===== config.mk =====
export PLATFORM = sky130hd
export DESIGN_NAME = sbus_arbiter
export DESIGN_NICKNAME = d
export VERILOG_FILES = /design/src/rtl/sbus_arbiter.sv
export SDC_FILE = /design/constraint.sdc
export NUM_CORES = 1
export LEC_CHECK = 0
export CAP_MARGIN = 15
export CORE_MARGIN = 10
export CORE_UTILIZATION = 36
export DETAILED_ROUTE_END_ITERATION = 10
export GPL_ROUTABILITY_DRIVEN = 0
export GPL_TIMING_DRIVEN = 0
export PLACE_DENSITY = 0.89
export SYNTH_ARGS = -nofsm -noshare
export SYNTH_HDL_FRONTEND = slang
export SYNTH_SLANG_ARGS = --single-unit

===== constraint.sdc =====
create_clock -name clk -period 4.03 [get_ports clk]
set_input_delay 0.403 -clock clk [delete_from_list [all_inputs] [get_ports clk]]
set_output_delay 0.403 -clock clk [all_outputs]
set_load 0.005 [all_outputs]

===== src/rtl/sbus_arbiter.sv =====
// Two-master (ibus/dbus) sbus arbiter onto a single downstream memory port.
// Optional perf counters are built when SBUS_ARB_PERF_EN is defined.
module sbus_arbiter #(
  parameter int unsigned ADDR_W       = 32,
  parameter int unsigned DATA_W       = 32,
  parameter int unsigned STARVE_LIMIT = 4
) (
  input  logic              clk,
  input  logic              rst,
  input  logic              i_en,
  input  logic              i_we,
  input  logic [1:0]        i_size,
  input  logic [ADDR_W-1:0] i_addr,
  input  logic [DATA_W-1:0] i_wdata,
  output logic [DATA_W-1:0] i_rdata,
  output logic              i_stall,
  input  logic              d_en,
  input  logic              d_we,
  input  logic [1:0]        d_size,
  input  logic [ADDR_W-1:0] d_addr,
  input  logic [DATA_W-1:0] d_wdata,
  output logic [DATA_W-1:0] d_rdata,
  output logic              d_stall,
  output logic              m_req,
  output logic              m_we,
  output logic [1:0]        m_size,
  output logic [ADDR_W-1:0] m_addr,
  output logic [DATA_W-1:0] m_wdata,
  input  logic [DATA_W-1:0] m_rdata,
  input  logic              m_ack,
  output logic [31:0]       perf_i_grants,
  output logic [31:0]       perf_d_grants,
  output logic [31:0]       perf_conflicts
);

  localparam logic [3:0] LP_LIMIT = 4'(STARVE_LIMIT);

  typedef enum logic [1:0] {IDLE, GNT_I, GNT_D} state_t;

  state_t            r_state, w_next;
  logic              r_req, r_we;
  logic [1:0]        r_size;
  logic [ADDR_W-1:0] r_addr;
  logic [DATA_W-1:0] r_wdata, r_i_rdata, r_d_rdata;
  logic              r_i_resp, r_d_resp;
  logic [3:0]        r_starve;

  logic w_i_pend, w_d_pend, w_gnt_i, w_gnt_d, w_done_i, w_done_d, w_conflict;

  always_ff @(posedge clk or posedge rst) begin
    if (rst) r_state <= IDLE;
    else     r_state <= w_next;
  end

  always_comb begin
    w_next = r_state;
    case (r_state)
      IDLE:         if (w_gnt_d) w_next = GNT_D;
                    else if (w_gnt_i) w_next = GNT_I;
      GNT_I, GNT_D: if (m_ack) w_next = IDLE;
      default:      w_next = IDLE;
    endcase
  end

  // dbus wins contention unless ibus has already lost STARVE_LIMIT times in a row
  always_comb begin
    w_i_pend   = i_en & ~r_i_resp;
    w_d_pend   = d_en & ~r_d_resp;
    w_gnt_d    = (r_state == IDLE) & w_d_pend & ~(w_i_pend & (r_starve == LP_LIMIT));
    w_gnt_i    = (r_state == IDLE) & w_i_pend & ~w_gnt_d;
    w_done_i   = (r_state == GNT_I) & m_ack;
    w_done_d   = (r_state == GNT_D) & m_ack;
    w_conflict = (r_state == IDLE) & w_i_pend & w_d_pend;
  end

  always_ff @(posedge clk or posedge rst) begin
    if (rst) begin
      r_req     <= 1'b0;
      r_we      <= 1'b0;
      r_size    <= '0;
      r_addr    <= '0;
      r_wdata   <= '0;
      r_i_rdata <= '0;
      r_d_rdata <= '0;
      r_i_resp  <= 1'b0;
      r_d_resp  <= 1'b0;
      r_starve  <= '0;
    end else begin
      r_req <= (w_next != IDLE);
      if (w_gnt_d) begin
        r_we    <= d_we;
        r_size  <= d_size;
        r_addr  <= d_addr;
        r_wdata <= d_wdata;
        if (w_i_pend && r_starve != LP_LIMIT) r_starve <= r_starve + 4'd1;
      end else if (w_gnt_i) begin
        r_we     <= i_we;
        r_size   <= i_size;
        r_addr   <= i_addr;
        r_wdata  <= i_wdata;
        r_starve <= '0;
      end
      // A master that dropped en after grant gets neither data nor a response
      r_i_resp <= w_done_i & i_en;
      r_d_resp <= w_done_d & d_en;
      if (w_done_i && i_en && !r_we) r_i_rdata <= m_rdata;
      if (w_done_d && d_en && !r_we) r_d_rdata <= m_rdata;
    end
  end

  assign i_stall = i_en & ~r_i_resp;
  assign d_stall = d_en & ~r_d_resp;
  assign i_rdata = r_i_rdata;
  assign d_rdata = r_d_rdata;
  assign m_req   = r_req;
  assign m_we    = r_we;
  assign m_size  = r_size;
  assign m_addr  = r_addr;
  assign m_wdata = r_wdata;

`ifdef SBUS_ARB_PERF_EN
  logic [31:0] r_perf_i, r_perf_d, r_perf_c;

  always_ff @(posedge clk or posedge rst) begin
    if (rst) begin
      r_perf_i <= '0;
      r_perf_d <= '0;
      r_perf_c <= '0;
    end else begin
      if (w_gnt_i)    r_perf_i <= r_perf_i + 32'd1;
      if (w_gnt_d)    r_perf_d <= r_perf_d + 32'd1;
      if (w_conflict) r_perf_c <= r_perf_c + 32'd1;
    end
  end

  assign perf_i_grants  = r_perf_i;
  assign perf_d_grants  = r_perf_d;
  assign perf_conflicts = r_perf_c;
`else
  logic w_unused_conflict;
  assign w_unused_conflict = w_conflict;
  assign perf_i_grants  = '0;
  assign perf_d_grants  = '0;
  assign perf_conflicts = '0;
`endif

endmodule


== Word level (Yosys, flattened, before mapping) ==
Cells that the tools add are included.

* Add/sub/neg operators: 1
* Reduce and logical (&&, ||, !) cells: 11
* Div/mod/pow operators: 0
* Bitwise gates (word level): 15
* Eq/ne operators: 5
* Shifts and indexed selects: 0
* Multiplexer cells: 15
* Multipliers: 0
* Order comparisons: 0

{| class="wikitable"
|+ Operator list
! operator !! count
|-
| two-way mux 32 bit || 4
|-
| two-way mux 4 bit || 3
|-
| AND 1 bit || 11
|-
| two-way mux 2 bit || 5
|-
| logical AND 1 bit || 5
|-
| adder 4 x 1 -> 4 bit, second input constant || 1
|-
| equality test 4 x 3 -> 1 bit, second input constant || 1
|-
| != test 4 x 3 -> 1 bit, second input constant || 1
|-
| inverter 1 bit || 4
|-
| case mux 2 bit (2 select lines) || 1
|-
| nonzero test 2 bit || 2
|-
| equality test 2 x 1 -> 1 bit, second input constant || 1
|-
| equality test 2 bit, second input constant || 1
|-
| zero test 2 bit || 1
|-
| two-way mux 1 bit || 2
|-
| != test 2 x 1 -> 1 bit, second input constant || 1
|-
| AND reduction 2 bit || 1
|-
| OR reduction 2 bit || 1
|-
| zero test 1 bit || 1
|}

* Input port bits: 171
* Latch bits: 0
* Output and inout port bits: 230
* Memory bits (writable): 0
* Memories kept: 0
* Bits in registers: 140
* ROM bits: 0

== Logic depth before layout (Yosys ltp) ==
* Word-level depth: 11
* Mapped depth: 8

== Least setup slack after synthesis ==
No wires, ideal clock.

* Path type: reg-to-reg
* Start: reg r_state[0]
* End: reg r_wdata[0], in the netlist m_wdata[0]
* Buffers on the path: 2
* Arrival time: 1477 ps
* Slack: 2402 ps
* Period minus slack after synthesis: 1628 ps
* Stages on the path, launching flop included: 6
* Cell sequence: dfrtp_1 -> inv_1 -> ha_1 -> buf_2 -> clkbuf_1 -> a211oi_2

* Word-level cells in the longest chain between the ends: 6
* Elaborated cells between the ends (all ways): 8

{| class="wikitable"
|+ Ends and longest elaborated chain
! what !! RTL line !! source
|-
| from (decl) || 40 || <nowiki>state_t r_state, w_next;</nowiki>
|-
| from (signal assigned) || 52 || <nowiki>else r_state <= w_next;</nowiki>
|-
| zero test 2 bit * || 69, 70 ||
|-
| AND 1 bit (2 in a row) || 69 || <nowiki>w_gnt_d = (r_state == IDLE) & w_d_pend & ~(w_i_pend & (r_starve == LP_LIMIT));</nowiki>
|-
| inverter 1 bit || 70 || <nowiki>w_gnt_i = (r_state == IDLE) & w_i_pend & ~w_gnt_d;</nowiki>
|-
| AND 1 bit || 70 ||
|-
| nonzero test 2 bit (no source line) || n/a ||
|-
| to (signal assigned) || 94 || <nowiki>r_wdata <= d_wdata;</nowiki>
|-
| to (signal assigned) || 100 || <nowiki>r_wdata <= i_wdata;</nowiki>
|-
| to (decl) || 44 || <nowiki>logic [DATA_W-1:0] r_wdata, r_i_rdata, r_d_rdata;</nowiki>
|}

Mark *: on every way between the ends. The rest lies on a longest branch, timed or not.
A chain may end at the register's enable or synchronous reset.

== Worst setup path after layout ==
* Start: in d_en
* End: out d_stall

* Word-level cells in the longest chain between the ends: 1

{| class="wikitable"
|+ Ends and longest elaborated chain
! what !! RTL line !! source
|-
| from (decl) || 17 || <nowiki>input logic d_en,</nowiki>
|-
| AND 1 bit || 112 || <nowiki>assign d_stall = d_en & ~r_d_resp;</nowiki>
|-
| to (decl) || 23 || <nowiki>output logic d_stall,</nowiki>
|}

No other way between the ends.

==> impl_summary.log <==
INFO  metric power.leakage = 5.20 nW
INFO  metric yosys.area.top_type_share = a little under half
INFO  metric number_of_buffers_inserted_by_port_buffering = 304
INFO  metric ys_seq_area_share = 47.2%
INFO  metric run_status = complete, no violations
INFO  metric vias = 6888
INFO  metric cts.clk_slew.worst_paths = 0.07 ns
INFO  metric critical-path-max-stage-delay = 0.57 ns
INFO  metric irDropWorstVdd = between 0.0003 and 0.0004 V
INFO  metric pwr-share-clk = 20.8%
INFO  metric tritoncts = built
INFO  metric place.detailed.instances = 1344
INFO  metric worstSetupEndpointType = output pin
INFO  metric hold_viol = 0
INFO  metric grt_first_pass_wirelength = 40.8 mm
INFO  metric timing.critical_path.slowest_stage_cell = sky130_fd_sc_hd__clkdlybuf4s50_1
INFO  metric post_cts_resize_count = 0
INFO  metric synthTopCellsByArea = sky130_fd_sc_hd__dfrtp_1, sky130_fd_sc_hd__o22ai_1, sky130_fd_sc_hd__buf_4
INFO  metric antenna_found_initial = 0
INFO  metric crit_path_frequent_cell = sky130_fd_sc_hd__clkdlybuf4s50_1
INFO  metric chain_of_cells_forming_the_critical_path = clkdlybuf4s50_1, nand2b_4, inv_2, clkdlybuf4s50_1
INFO  metric areaGrowthSynthToFinish = 60.1%
INFO  metric slew_violations = 0
INFO  metric startpoint_type = primary input
INFO  metric period_share = 53.3%
INFO  metric worst_path_dominant_cell_family = buffers and inverters
INFO  metric n_antenna_cell = 0
INFO  metric clk_latency = 0.42 ns
INFO  metric power.sequential.fraction = 31.2%
INFO  metric netlist-cell-type-count = 35
INFO  metric initial_core_util = between 30% and 40%
INFO  metric numCtsBuffers = 17
INFO  metric synth_enable_flop_cells = 0
INFO  metric clkSinkCount = 140
INFO  metric detail-route-antenna-nets = 0
INFO  metric avgRoutedWirePerCell = a little under 20 um
INFO  metric slew_headroom = 51.5%
INFO  metric post-dp-hpwl = roughly 22 mm
INFO  metric grt_max_degree = 35
INFO  metric yosys_warnings = 0
INFO  metric post_cts_setup_inserts = 0
INFO  metric maxCapViolations = 0
INFO  metric fmaxAchievable = 465 MHz
INFO  metric fin_util = between 50% and 60%
INFO  metric clockRootBuffer = sky130_fd_sc_hd__clkbuf_16
INFO  metric grt_pass1_vias = 7170
INFO  metric clock_tree.buffer_depth = 2
INFO  metric drtIter0Drc = a little under 400
INFO  metric htree_num_levels = 4
INFO  metric floorplan.die_area = between 20000 and 30000 sq um
INFO  metric period_needed = 2.15 ns
INFO  metric asyncSetResetFlopFracSynth = 100%
INFO  metric cellInternalPower = between 5 and 6 mW
INFO  metric synth-seq-cells = 140
INFO  metric switching_pwr = 2.74 mW
INFO  metric setup_violations = 0
INFO  metric post-route-drc-count = 0
INFO  metric cp_max_fo = 7
INFO  metric synth_top_flop_cell = sky130_fd_sc_hd__dfrtp_1
INFO  metric synth_top_cells_by_count = sky130_fd_sc_hd__dfrtp_1, sky130_fd_sc_hd__o22ai_1, sky130_fd_sc_hd__buf_4
INFO  metric power.share.combinational = 48.0%
INFO  metric worst-path-buf-inv = 3
INFO  metric switching_share = 34.2%
INFO  metric finalNetCount = 1270
INFO  metric syn_inst = 671
INFO  metric rsz_0062_raised_after_global_routing = false
INFO  metric floorplan.rows = 52
INFO  metric fin_setup_tns = 0 ns
INFO  metric drt-total-wl = between 20 and 30 mm
INFO  metric fillCellCount = 1663
INFO  metric drtPass1Iterations = 5
INFO  metric clock-skew-final = 0.00906 ns
INFO  metric synthDominantAreaCellType = sky130_fd_sc_hd__dfrtp_1
INFO  metric gr-total-overflow = 0
INFO  metric worst-setup-path-type = primary input to output pin
INFO  metric post_route_cells_drive_above_1_share = around a quarter
INFO  metric die_w = 164 um
INFO  metric synth.avg_cell_area = between 10 and 15 sq um
INFO  metric holdCritPathClass = primary input to async pin
INFO  metric yosys.cell_count.top_type = sky130_fd_sc_hd__dfrtp_1
INFO  metric post_synth_instance_area = between 7000 and 8000 sq um
INFO  metric vias_per_cell = 5.01
INFO  metric worst_margin_slew = around 0.73 ns
INFO  metric fp.dieH = between 150 and 200 um
INFO  metric powerDensity = 674 nW/um^2
INFO  metric cp_data_required_time = 3.63 ns
INFO  metric top_level_ports = between 400 and 500
INFO  metric coreArea = 20200 sq um
INFO  metric track_usage = roughly a fifth
INFO  metric fin_cells = 1376
INFO  metric hold_buffers = 0
INFO  metric cp_data_arrival_time = 1.75 ns
metal layers:
layer	global-route usage [%]	vias up	part of all wire (%)	wire (um)
li1	-	3170	-	-
met1	21.2	3354	37	10100
met2	35.1	325	53	14500
met3	5.26	39	7.7	2100
met4	5.93	0	2.0	532
met5	0	-	0	0
flip-flops by register name, summed over array words and instances, names as in the netlist:
register	flops
m_req	1
d_rdata	32
m_we	1
r_i_resp	1
m_size	2
m_wdata	32
r_starve	4
m_addr	32
i_rdata	32
r_state	2
r_d_resp	1
path summary, 6_finish.rpt:
check	start	endpoint	slack, ns	depth (start not counted)
max	d_en	d_stall	1.88	4
min	rst	i_rdata[18]$_DFFE_PP0P_	0.40	2
max reg2reg	r_state[0]$_DFF_PP0_	m_wdata[4]$_DFFE_PP0P_	1.94	5
min reg2reg	r_starve[3]$_DFFE_PP0P_	r_starve[3]$_DFFE_PP0P_	0.49	1
max in group asynchronous	rst	m_addr[31]$_DFFE_PP0P_	2.82	4
min in group clk	r_starve[3]$_DFFE_PP0P_	r_starve[3]$_DFFE_PP0P_	0.49	1
power groups by stage:
stage,sequential [mW],clock (mW),combinational (mW)
floorplan,2.52,0,1.70
global placement,2.48,0,3.76
detailed placement,2.52,0,3.87
CTS,2.50,1.70,3.89
global route,2.57,1.77,4.13
finish,2.50,1.66,3.84
area by class of cell:
| type | instances | area (sq um) | area share (%) |
|---|---|---|---|
| inverters | 8 | 33.8 | 0.285 |
| flip-flops and latches | 140 | 3500 | 29.5 |
| repair buffers | 308 | 3130 | 26.4 |
| clock inverters | 15 | 205 | 1.73 |
| well taps | 270 | 338 | 2.85 |
| clock buffers | 17 | 425 | 3.58 |
| multi-input cells | 471 | 3170 | 26.7 |
| plain buffers | 147 | 1070 | 9.02 |
logic make-up after synthesis:
logic type	after synthesis	synth area share, %
muxes	64	9.97
adders and majority gates	6	1.01
DFF	140	47.2
and+or+nand+nor	91	5.59
AOI/OAI and AO/OA	214	21.3
other	1	0.0506
buffers and inverters	155	14.8
placed cells by master, fill, tap and decap left out, types with 3 or more instances in the layout:
| cell type | n |
|---|---|
| sky130_fd_sc_hd__clkdlybuf4s50_1 | 304 |
| sky130_fd_sc_hd__dfrtp_1 | 140 |
| sky130_fd_sc_hd__o22ai_1 | 134 |
| sky130_fd_sc_hd__buf_4 | 107 |
| sky130_fd_sc_hd__conb_1 | 96 |
| sky130_fd_sc_hd__nor2_1 | 70 |
| sky130_fd_sc_hd__mux2_2 | 59 |
| sky130_fd_sc_hd__a211oi_1 | 37 |
| sky130_fd_sc_hd__a211oi_2 | 30 |
| sky130_fd_sc_hd__buf_2 | 21 |
| sky130_fd_sc_hd__clkbuf_16 | 17 |
| sky130_fd_sc_hd__buf_6 | 12 |
| sky130_fd_sc_hd__clkbuf_1 | 6 |
| sky130_fd_sc_hd__o21ai_0 | 6 |
| sky130_fd_sc_hd__ha_1 | 6 |
| sky130_fd_sc_hd__mux2_4 | 5 |
| sky130_fd_sc_hd__inv_1 | 5 |
| sky130_fd_sc_hd__nand2_1 | 5 |
| sky130_fd_sc_hd__inv_8 | 4 |
| sky130_fd_sc_hd__clkinv_4 | 3 |
| sky130_fd_sc_hd__clkinv_8 | 3 |
| sky130_fd_sc_hd__buf_12 | 3 |
stage by stage:
| step | power (mW) | setup slack, ns | hold WS, ns | cell area [sq um] |
|---|---|---|---|---|
| floorplan | 4.22 | 1.88 | 0.437 | 7770 |
| global placement | 6.23 | 0.539 | 0.461 | 11200 |
| detailed placement | 6.39 | 1.77 | 0.474 | 11200 |
| CTS | 8.08 | 1.86 | 0.390 | 11900 |
| global route | 8.47 | 1.79 | 0.418 | 11900 |
| finish | 8.01 | 1.88 | 0.397 | 11900 |
No activity file was read; power rests on OpenSTA's default activity.
